[config.mk]
export PLATFORM = sky130hd
export DESIGN_NAME = tick_seq_ctrl
export DESIGN_NICKNAME = d
export VERILOG_FILES = /design/src/rtl/tick_pkg.sv /design/src/rtl/tick_seq_ctrl.sv
export SDC_FILE = /design/constraint.sdc
export NUM_CORES = 1
export LEC_CHECK = 0
export CAP_MARGIN = 20
export CORE_AREA = 4 4 150 80
export DETAILED_ROUTE_END_ITERATION = 12
export DIE_AREA = 0 0 154 84
export PLACE_DENSITY = 0.82
export SLEW_MARGIN = 40
export SYNTH_ARGS = -nofsm -noshare
export SYNTH_HDL_FRONTEND = slang
export SYNTH_SLANG_ARGS = --single-unit
[constraint.sdc]
create_clock -name clk -period 5.7 [get_ports clk]
set_input_delay 0.57 -clock clk [delete_from_list [all_inputs] [get_ports clk]]
set_output_delay 0.57 -clock clk [all_outputs]
set_load 0.03 [all_outputs]
[src/rtl/tick_pkg.sv]
// Shared definitions for the tick counter command path: opcodes issued by the
// register block and the sequencer state encoding reported back for status.
package tick_pkg;

  // Command opcodes; values 5..7 are illegal and flagged by the sequencer.
  localparam logic [2:0] OP_SNAP   = 3'd0;
  localparam logic [2:0] OP_START  = 3'd1;
  localparam logic [2:0] OP_STOP   = 3'd2;
  localparam logic [2:0] OP_CLEAR  = 3'd3;
  localparam logic [2:0] OP_WINDOW = 3'd4;

  // Sequencer state, readable by software.
  typedef enum logic [1:0] {
    ST_IDLE = 2'd0,
    ST_RUN  = 2'd1,
    ST_WIN  = 2'd2,
    ST_CLR  = 2'd3
  } tick_state_e;

  // True for opcodes that end or replace an active window.
  function automatic logic op_preempts_window(input logic [2:0] op);
    return (op == OP_STOP) || (op == OP_CLEAR) || (op == OP_WINDOW);
  endfunction

endpackage

[src/rtl/tick_seq_ctrl.sv]
// Command sequencer for the 64-bit tick counter: turns single commands into
// cycle-exact enable/clear sequencing and captures atomic tick snapshots.
module tick_seq_ctrl
  import tick_pkg::*;
#(
  parameter int CLEAR_CYCLES = 2,
  parameter int WIN_WIDTH    = 32
) (
  input  logic                 clk,
  input  logic                 reset,
  input  logic                 cmd_valid,
  output logic                 cmd_ready,
  input  logic [2:0]           cmd_op,
  input  logic [WIN_WIDTH-1:0] cmd_arg,
  input  logic [63:0]          data_tick,
  output logic                 enable_ticks,
  output logic                 reset_ticks,
  output logic [63:0]          snap_data,
  output logic                 snap_valid,
  output logic                 window_done,
  output logic                 cmd_err,
  output logic [1:0]           state
);

  localparam logic [WIN_WIDTH-1:0] WIN_ONE  = {{(WIN_WIDTH-1){1'b0}}, 1'b1};
  localparam logic [3:0]           CLR_LOAD = 4'(CLEAR_CYCLES);
  localparam logic [3:0]           CLR_ONE  = 4'd1;

  tick_state_e          state_r;
  logic [WIN_WIDTH-1:0] win_cnt_r;
  logic [3:0]           clr_cnt_r;
  logic                 enable_ticks_r;
  logic                 reset_ticks_r;
  logic [63:0]          snap_data_r;
  logic                 snap_valid_r;
  logic                 window_done_r;
  logic                 cmd_err_r;

  logic                 cmd_ready_s;
  logic                 accept_s;
  logic                 expire_s;
  logic                 capture_s;

  // Handshake and window-expiry decode; a preempting command cancels expiry.
  always_comb begin
    cmd_ready_s = (state_r != ST_CLR);
    accept_s    = cmd_valid && cmd_ready_s;
    if ((state_r == ST_WIN) && (win_cnt_r == WIN_ONE)) begin
      expire_s = !(accept_s && op_preempts_window(cmd_op));
    end else begin
      expire_s = 1'b0;
    end
    // A SNAP landing on the expiry edge merges into the single expiry capture.
    capture_s = expire_s || (accept_s && (cmd_op == OP_SNAP));
  end

  // Sequencer FSM with registered enable/clear outputs, counters and pulses.
  always_ff @(posedge clk or posedge reset) begin
    if (reset) begin
      state_r        <= ST_IDLE;
      win_cnt_r      <= '0;
      clr_cnt_r      <= 4'd0;
      enable_ticks_r <= 1'b0;
      reset_ticks_r  <= 1'b0;
      snap_data_r    <= 64'd0;
      snap_valid_r   <= 1'b0;
      window_done_r  <= 1'b0;
      cmd_err_r      <= 1'b0;
    end else begin
      snap_valid_r  <= capture_s;
      window_done_r <= 1'b0;
      cmd_err_r     <= 1'b0;
      if (capture_s) begin
        snap_data_r <= data_tick;
      end

      case (state_r)
        ST_CLR: begin
          if (clr_cnt_r <= CLR_ONE) begin
            state_r       <= ST_IDLE;
            reset_ticks_r <= 1'b0;
            clr_cnt_r     <= 4'd0;
          end else begin
            clr_cnt_r <= clr_cnt_r - 4'd1;
          end
        end

        ST_IDLE, ST_RUN, ST_WIN: begin
          // Window progression first; an accepted command below overrides it.
          if (expire_s) begin
            state_r        <= ST_IDLE;
            enable_ticks_r <= 1'b0;
            window_done_r  <= 1'b1;
            win_cnt_r      <= '0;
          end else if (state_r == ST_WIN) begin
            win_cnt_r <= win_cnt_r - WIN_ONE;
          end

          if (accept_s) begin
            case (cmd_op)
              OP_SNAP: begin
                // capture handled above
              end
              OP_START: begin
                if (state_r == ST_IDLE) begin
                  state_r        <= ST_RUN;
                  enable_ticks_r <= 1'b1;
                end
              end
              OP_STOP: begin
                state_r        <= ST_IDLE;
                enable_ticks_r <= 1'b0;
                win_cnt_r      <= '0;
              end
              OP_CLEAR: begin
                state_r        <= ST_CLR;
                enable_ticks_r <= 1'b0;
                reset_ticks_r  <= 1'b1;
                clr_cnt_r      <= CLR_LOAD;
                win_cnt_r      <= '0;
              end
              OP_WINDOW: begin
                if (cmd_arg == '0) begin
                  state_r        <= ST_IDLE;
                  enable_ticks_r <= 1'b0;
                  window_done_r  <= 1'b1;
                  win_cnt_r      <= '0;
                end else begin
                  state_r        <= ST_WIN;
                  enable_ticks_r <= 1'b1;
                  win_cnt_r      <= cmd_arg;
                end
              end
              default: begin
                cmd_err_r <= 1'b1;
              end
            endcase
          end
        end

        default: begin
          state_r        <= ST_IDLE;
          enable_ticks_r <= 1'b0;
          reset_ticks_r  <= 1'b0;
          win_cnt_r      <= '0;
          clr_cnt_r      <= 4'd0;
        end
      endcase
    end
  end

  assign cmd_ready    = cmd_ready_s;
  assign enable_ticks = enable_ticks_r;
  assign reset_ticks  = reset_ticks_r;
  assign snap_data    = snap_data_r;
  assign snap_valid   = snap_valid_r;
  assign window_done  = window_done_r;
  assign cmd_err      = cmd_err_r;
  assign state        = state_r;

endmodule

Yosys cells after proc, flatten, opt, wreduce, memory -nomap -nowiden
Cells that the tools add are included.
W data, S select, Z words.
{"block": "totals", "reg_bits": 107, "in_bits": 102, "output_inout_bits": 72, "wordCells": 74}
{"block": "classes", "addsub": 2, "n_lt_le_gt_ge": 1, "eq_ne": 12, "mux": 34, "reduce_logical": 16}
{"operator": "$mux W32", "count": 4}
{"operator": "$pmux W32 S2", "count": 1}
{"operator": "$eq A32 B1 Y1 const B", "count": 1}
{"operator": "$logic_not A32 Y1", "count": 1}
{"operator": "$sub A32 B1 Y32 const B", "count": 1}
{"operator": "$mux W1", "count": 16}
{"operator": "$mux W4", "count": 3}
{"operator": "$mux W2", "count": 5}
{"operator": "$ne A2 B2 Y1 const B", "count": 4}
{"operator": "$pmux W2 S4", "count": 1}
{"operator": "$pmux W4 S2", "count": 1}
{"operator": "$eq A3 B2 Y1 const B", "count": 2}
{"operator": "$reduce_or A5 Y1", "count": 1}
{"operator": "$eq A2 B2 Y1 const B", "count": 2}
{"operator": "$le A4 B1 Y1 const B", "count": 1}
{"operator": "$logic_and A1 B1 Y1", "count": 4}
{"operator": "$pmux W2 S2", "count": 1}
{"operator": "$sub A4 B1 Y4 const B", "count": 1}
{"operator": "$eq A3 B1 Y1 const B", "count": 1}
{"operator": "$eq A3 B3 Y1 const B", "count": 1}
{"operator": "$logic_not A3 Y1", "count": 1}
{"operator": "$logic_or A1 B1 Y1", "count": 3}
{"operator": "$pmux W1 S3", "count": 1}
{"operator": "$reduce_and A3 Y1", "count": 1}
{"operator": "other kinds (7)", "count": 7}

Depth between registers and ports, before layout
{"block": "logic_depth", "word_depth": 11, "depth_mapped": 9, "depth_no_buf": 7}

Worst setup path after synthesis
Ideal clock, no wire load.
{"block": "synth_path", "path_kind": "register to register", "start": "reg state_r[1], in the netlist state[1]", "end": "reg snap_data_r[0], in the netlist snap_data[0]", "setup_ns": 0.125, "t_arrival_ns": 2.379, "required_ns": 5.575, "setup_slack_ns": 3.196, "stages_incl_launch_ff": 8, "n_path_buf": 2, "synth_period_minus_slack_ns": 2.504, "path_cell_list": "dfrtp_1 -> nor4b_2 -> nand2b_1 -> or4b_4 -> a21oi_4 -> buf_12 -> buf_12 -> mux2_4"}
{"block": "synth_between", "elab_chain_cells": 6, "word_cells_on_any_way": 9, "classes_between": "eq/ne: 2; mux: 1; reduce/logical: 6"}
{"item": "start: declaration", "line": "tick_seq_ctrl.sv:29", "text": "tick_state_e state_r;"}
{"item": "start signal: assignment", "line": "tick_seq_ctrl.sv:60", "text": "state_r <= ST_IDLE;"}
{"item": "start signal: assignment", "line": "tick_seq_ctrl.sv:80", "text": "state_r <= ST_IDLE;"}
{"item": "start signal: assignment", "line": "tick_seq_ctrl.sv:91", "text": "state_r <= ST_IDLE;"}
{"item": "$ne A2 B2 Y1", "line": "tick_seq_ctrl.sv:46", "text": "cmd_ready_s = (state_r != ST_CLR);"}
{"item": "$logic_and A1 B1 Y1", "line": "tick_seq_ctrl.sv:47", "text": "accept_s = cmd_valid && cmd_ready_s;"}
{"item": "$logic_and A1 B1 Y1", "line": "tick_seq_ctrl.sv:49", "text": "expire_s = !(accept_s && op_preempts_window(cmd_op));"}
{"item": "$logic_not A1 Y1", "line": "tick_seq_ctrl.sv:49"}
{"item": "$mux W1", "line": "tick_seq_ctrl.sv:48", "text": "if ((state_r == ST_WIN) && (win_cnt_r == WIN_ONE)) begin"}
{"item": "$logic_or A1 B1 Y1 *", "line": "tick_seq_ctrl.sv:54", "text": "capture_s = expire_s || (accept_s && (cmd_op == OP_SNAP));"}
{"item": "end signal: assignment", "line": "tick_seq_ctrl.sv:74", "text": "snap_data_r <= data_tick;"}
{"item": "end: declaration", "line": "tick_seq_ctrl.sv:34", "text": "logic [63:0] snap_data_r;"}
Mark *: on every way between the ends. The rest lies on a longest branch, timed or not.
A chain may end at the register's enable or synchronous reset.

Final worst setup path
{"block": "layout_path", "start": "reg state_r[0], in the netlist state[0]", "end": "reg snap_data_r[42], in the netlist snap_data[42]"}
Same word-level chain as after synthesis.

==> summary.md <==
| Metric | Value |
|---|---|
| Post-route design area | `7300 sq um` |
| Final Skew | `0.00972 ns` |
| Crit-path cells | `nor4b_2 > nand2b_1 > or4b_4 > a21oi_4 > buf_6 > mux2_2` |
| Post-CTS Repair Setup Buffers | `0` |
| Die Ht | `84 microns` |
| DR pass1 iterations | `5` |
| Routed wire length | `between 10,000 and 15,000 microns` |
| Tcrit/Tclk final | `0.602` |
| Syn Inst Count | `437` |
| Final Non-Filler Cells | `755` |
| Core area | `approximately 11,000 sq um` |
| Hpwl dp | `10,000 microns` |
| Post-synth ARST share | `1.00` |
| Critical path type | `register to register` |
| Pre-CTS WS | `2.31 ns` |
| Slowest-stage cell, CP | `or4b_4` |
| Flop pwr share | `0.364` |
| Int Pwr | `2.23 mW` |
| Worst slew pin tran | `0.779 ns` |
| Antenna violations before repair | `0` |
| Rows | `27` |
| Maximum VDD drop | `0.349 mV` |
| R2R Path End | `snap_data[42]` |
| Core Util, Final | `0.681` |
| Largest stage delay, worst path | `about 0.63 ns` |
| Total power | `3.72 mW` |
| Worst r2r src | `state[0]` |
| Critical path required time | `just under 6 ns` |
| Worst Setup Start Kind | `register` |
| Post-DRT Antenna Nets | `0` |
| IO buf count | `173` |
| Post_cts resized | `0` |
| Routability cong. | `about 0.92` |
| Crit path time final | `3.43 ns` |
| Initial Utilization | `0.489` |
| Status | `finished, final reports clean` |
| Clk sinks | `roughly 110` |
| Static Leakage | `approximately 3.0 nW` |
| Synth Cell Area | `5230 sq um` |
| Final setup violation count | `0` |
| CTS tree | `done` |
| Sw Pwr | `approximately 1.5 mW` |
| Syn_area_per_cell | `about 12 sq um` |
| Share of cells above drive strength 1 | `0.151` |
| CP Launch Point | `state[0]` |
| CP max FO | `65` |
| Vias per inst | `roughly 5.4` |
| H-tree levels | `3` |
| Clk root buf | `clkbuf_16` |
| Rel. slew slack | `0.476` |
| Hold_sp | `snap_data[34]` |
| Residual DRC count | `0` |
| Worst R2R Path Depth | `6` |
| Hold crit path type | `register to register` |
| Largest net degree at the start of global routing | `66` |
| Die area | `~13,000 sq um` |
| Power Density | `510 nW/um^2` |
| Sw Ratio | `0.400` |
| Prevailing post-synth register cell | `dfrtp_1` |
| Synth Net Count | `between 500 and 600` |
| # diodes | `0` |
| Clock Pin Slew Worst Setup and Hold Paths | `~0.070 ns` |
| Seq/Total Area, Yosys | `0.512` |
| Via count | `between 4k and 5k` |
| Placed cell count | `740` |
| Post-synth cell types | `50` |
| Number of synthesized flops with an enable pin | `0` |
| Number of global-route vias before repair | `4,274` |
| Combinational Power Share | `0.484` |
| Slew Viols, Final | `0` |
| Grt total ovfl | `0` |
| Clk pwr share | `0.152` |
| CP endpoint kind | `register` |
| Setup ws final | `roughly 2.3 ns` |
| Hold Fails Final Rpt | `0` |
| Gr usage total | `0.211` |
| Number of I/O pins | `between 150 and 200` |
| RSZ-0062 raised after global routing | `no` |
| Placed cell area | `7030 sq um` |
| Initial drt markers | `226` |
| CP endpoint | `snap_data[42]` |
| Max Freq | `291 MHz` |
| Nets@finish | `712` |
| Routed len/inst | `18.1 microns` |
| Die Width | `between 150 and 200 microns` |
| R2R Setup Slk | `about 2.3 ns` |
| Max-Cap Viols | `0` |
| Synth warnings | `0` |
| # hold bufs at CTS | `0` |
| Worst skew pair latency | `0.34 ns` |
| Layout area overhead | `39.4%` |
| CTS Buf Count | `9` |
| Global-route wire length before repair | `22,000 microns` |
| FF+latch count, synth | `107` |
| Data arrival time of the critical path | `3.66 ns` |
| Fin Hold WS | `0.508 ns` |
| CTS Buffer Depth | `2` |
| Setup TNS | `0 ns` |
Yosys cell counts (4+ instances only):
| library cell | number | area (sq um) |
|---|---|---|
| nand2b_1 | 4 | 25.0 |
| inv_1 | 9 | 33.8 |
| nand4_1 | 5 | 31.3 |
| mux2_2 | 15 | 169 |
| o21ai_0 | 41 | 205 |
| nor2_1 | 15 | 56.3 |
| nor3_1 | 19 | 95.1 |
| nand2_1 | 45 | 169 |
| or4_1 | 5 | 37.5 |
| a21oi_1 | 6 | 30.0 |
| xor2_1 | 14 | 123 |
| mux2_4 | 49 | 736 |
| buf_12 | 6 | 120 |
| nor4_1 | 17 | 106 |
| nand3_1 | 8 | 40.0 |
| clkbuf_1 | 12 | 45.0 |
| dfrtp_1 | 107 | 2680 |
| xnor2_1 | 16 | 140 |
| ha_1 | 4 | 50.1 |
critical path, delay by kind of cell (launching register included):
kind	cells	cell delay (ns)
AND/OR/NAND/NOR	3	1.56
buffers and inverters	1	0.60
flip-flops	1	0.52
multiplexers	1	0.41
AO/OA/AOI/OAI	1	0.17
how the worst min path moves through the flow:
stage / end / cells past startpoint
final: snap_data[34] / 1
after global routing: snap_data[25] / 1
after CTS: snap_data[34] / 1
after detailed placement: snap_data[51] / 1
after global placement: enable_ticks / 1
after floorplan: clr_cnt_r[3] / 1
registers in the layout (all words and copies together) (netlist names), 2 cells and up:
signal / flops
clr_cnt_r: 4
win_cnt_r: 32
snap_data: 64
state: 2
cell usage in the layout (no fill, tap or decap), types with 8 or more instances in the layout:
cell type          n
mux2_4            49
dfrtp_1          107
nand3_1            8
nor3_1            18
mux2_2            15
nor2_1            15
xor2_1            14
inv_1              8
nand2_1           45
nor4_1            17
clkdlybuf4s50_1  173
o21ai_0           41
clkbuf_16          9
xnor2_1           16
cell families (layout without fill, tap and decap cells):
logic type	after synthesis	after routing	synth area share
muxes	65	65	0.175
xor gates and xnor gates	30	30	0.0502
and+or+nand+nor	139	139	0.144
AOI/OAI and AO/OA	64	64	0.0708
adders and majority gates	4	4	0.00956
DFF	107	107	0.512
buffers and inverters	28	201	0.0394
final cells by class:
class | instances | area [sq um]
Clock buffer | 10 | 229
Timing Repair Buffer | 177 | 1770
Inverter | 9 | 36.3
Multi-Input combinational cell | 302 | 2370
Clock inverter | 5 | 31.3
Fill cell | 768 | 3410
Tap cell | 145 | 181
Sequential cell | 107 | 2680
routing by layer:
layer | global-route usage | vias to the layer above | share of wire
met5 | 0 | - | 0
met4 | 0.0425 | 0 | 0.0092
met3 | 0.0974 | 15 | 0.12
met2 | 0.303 | 181 | 0.43
met1 | 0.293 | 1951 | 0.44
li1 | - | 1894 | -
power groups by stage:
stage	clock (mW)	sequential [mW]	combinational, mW
2_1_floorplan	0	1.72	0.704
3_3_place_gp	0	1.34	1.76
3_5_place_dp	0	1.34	1.80
4_1_cts	0.577	1.35	1.80
5_1_grt	0.612	1.40	1.91
6_report	0.564	1.35	1.80
(Power assumes the default switching activity.)
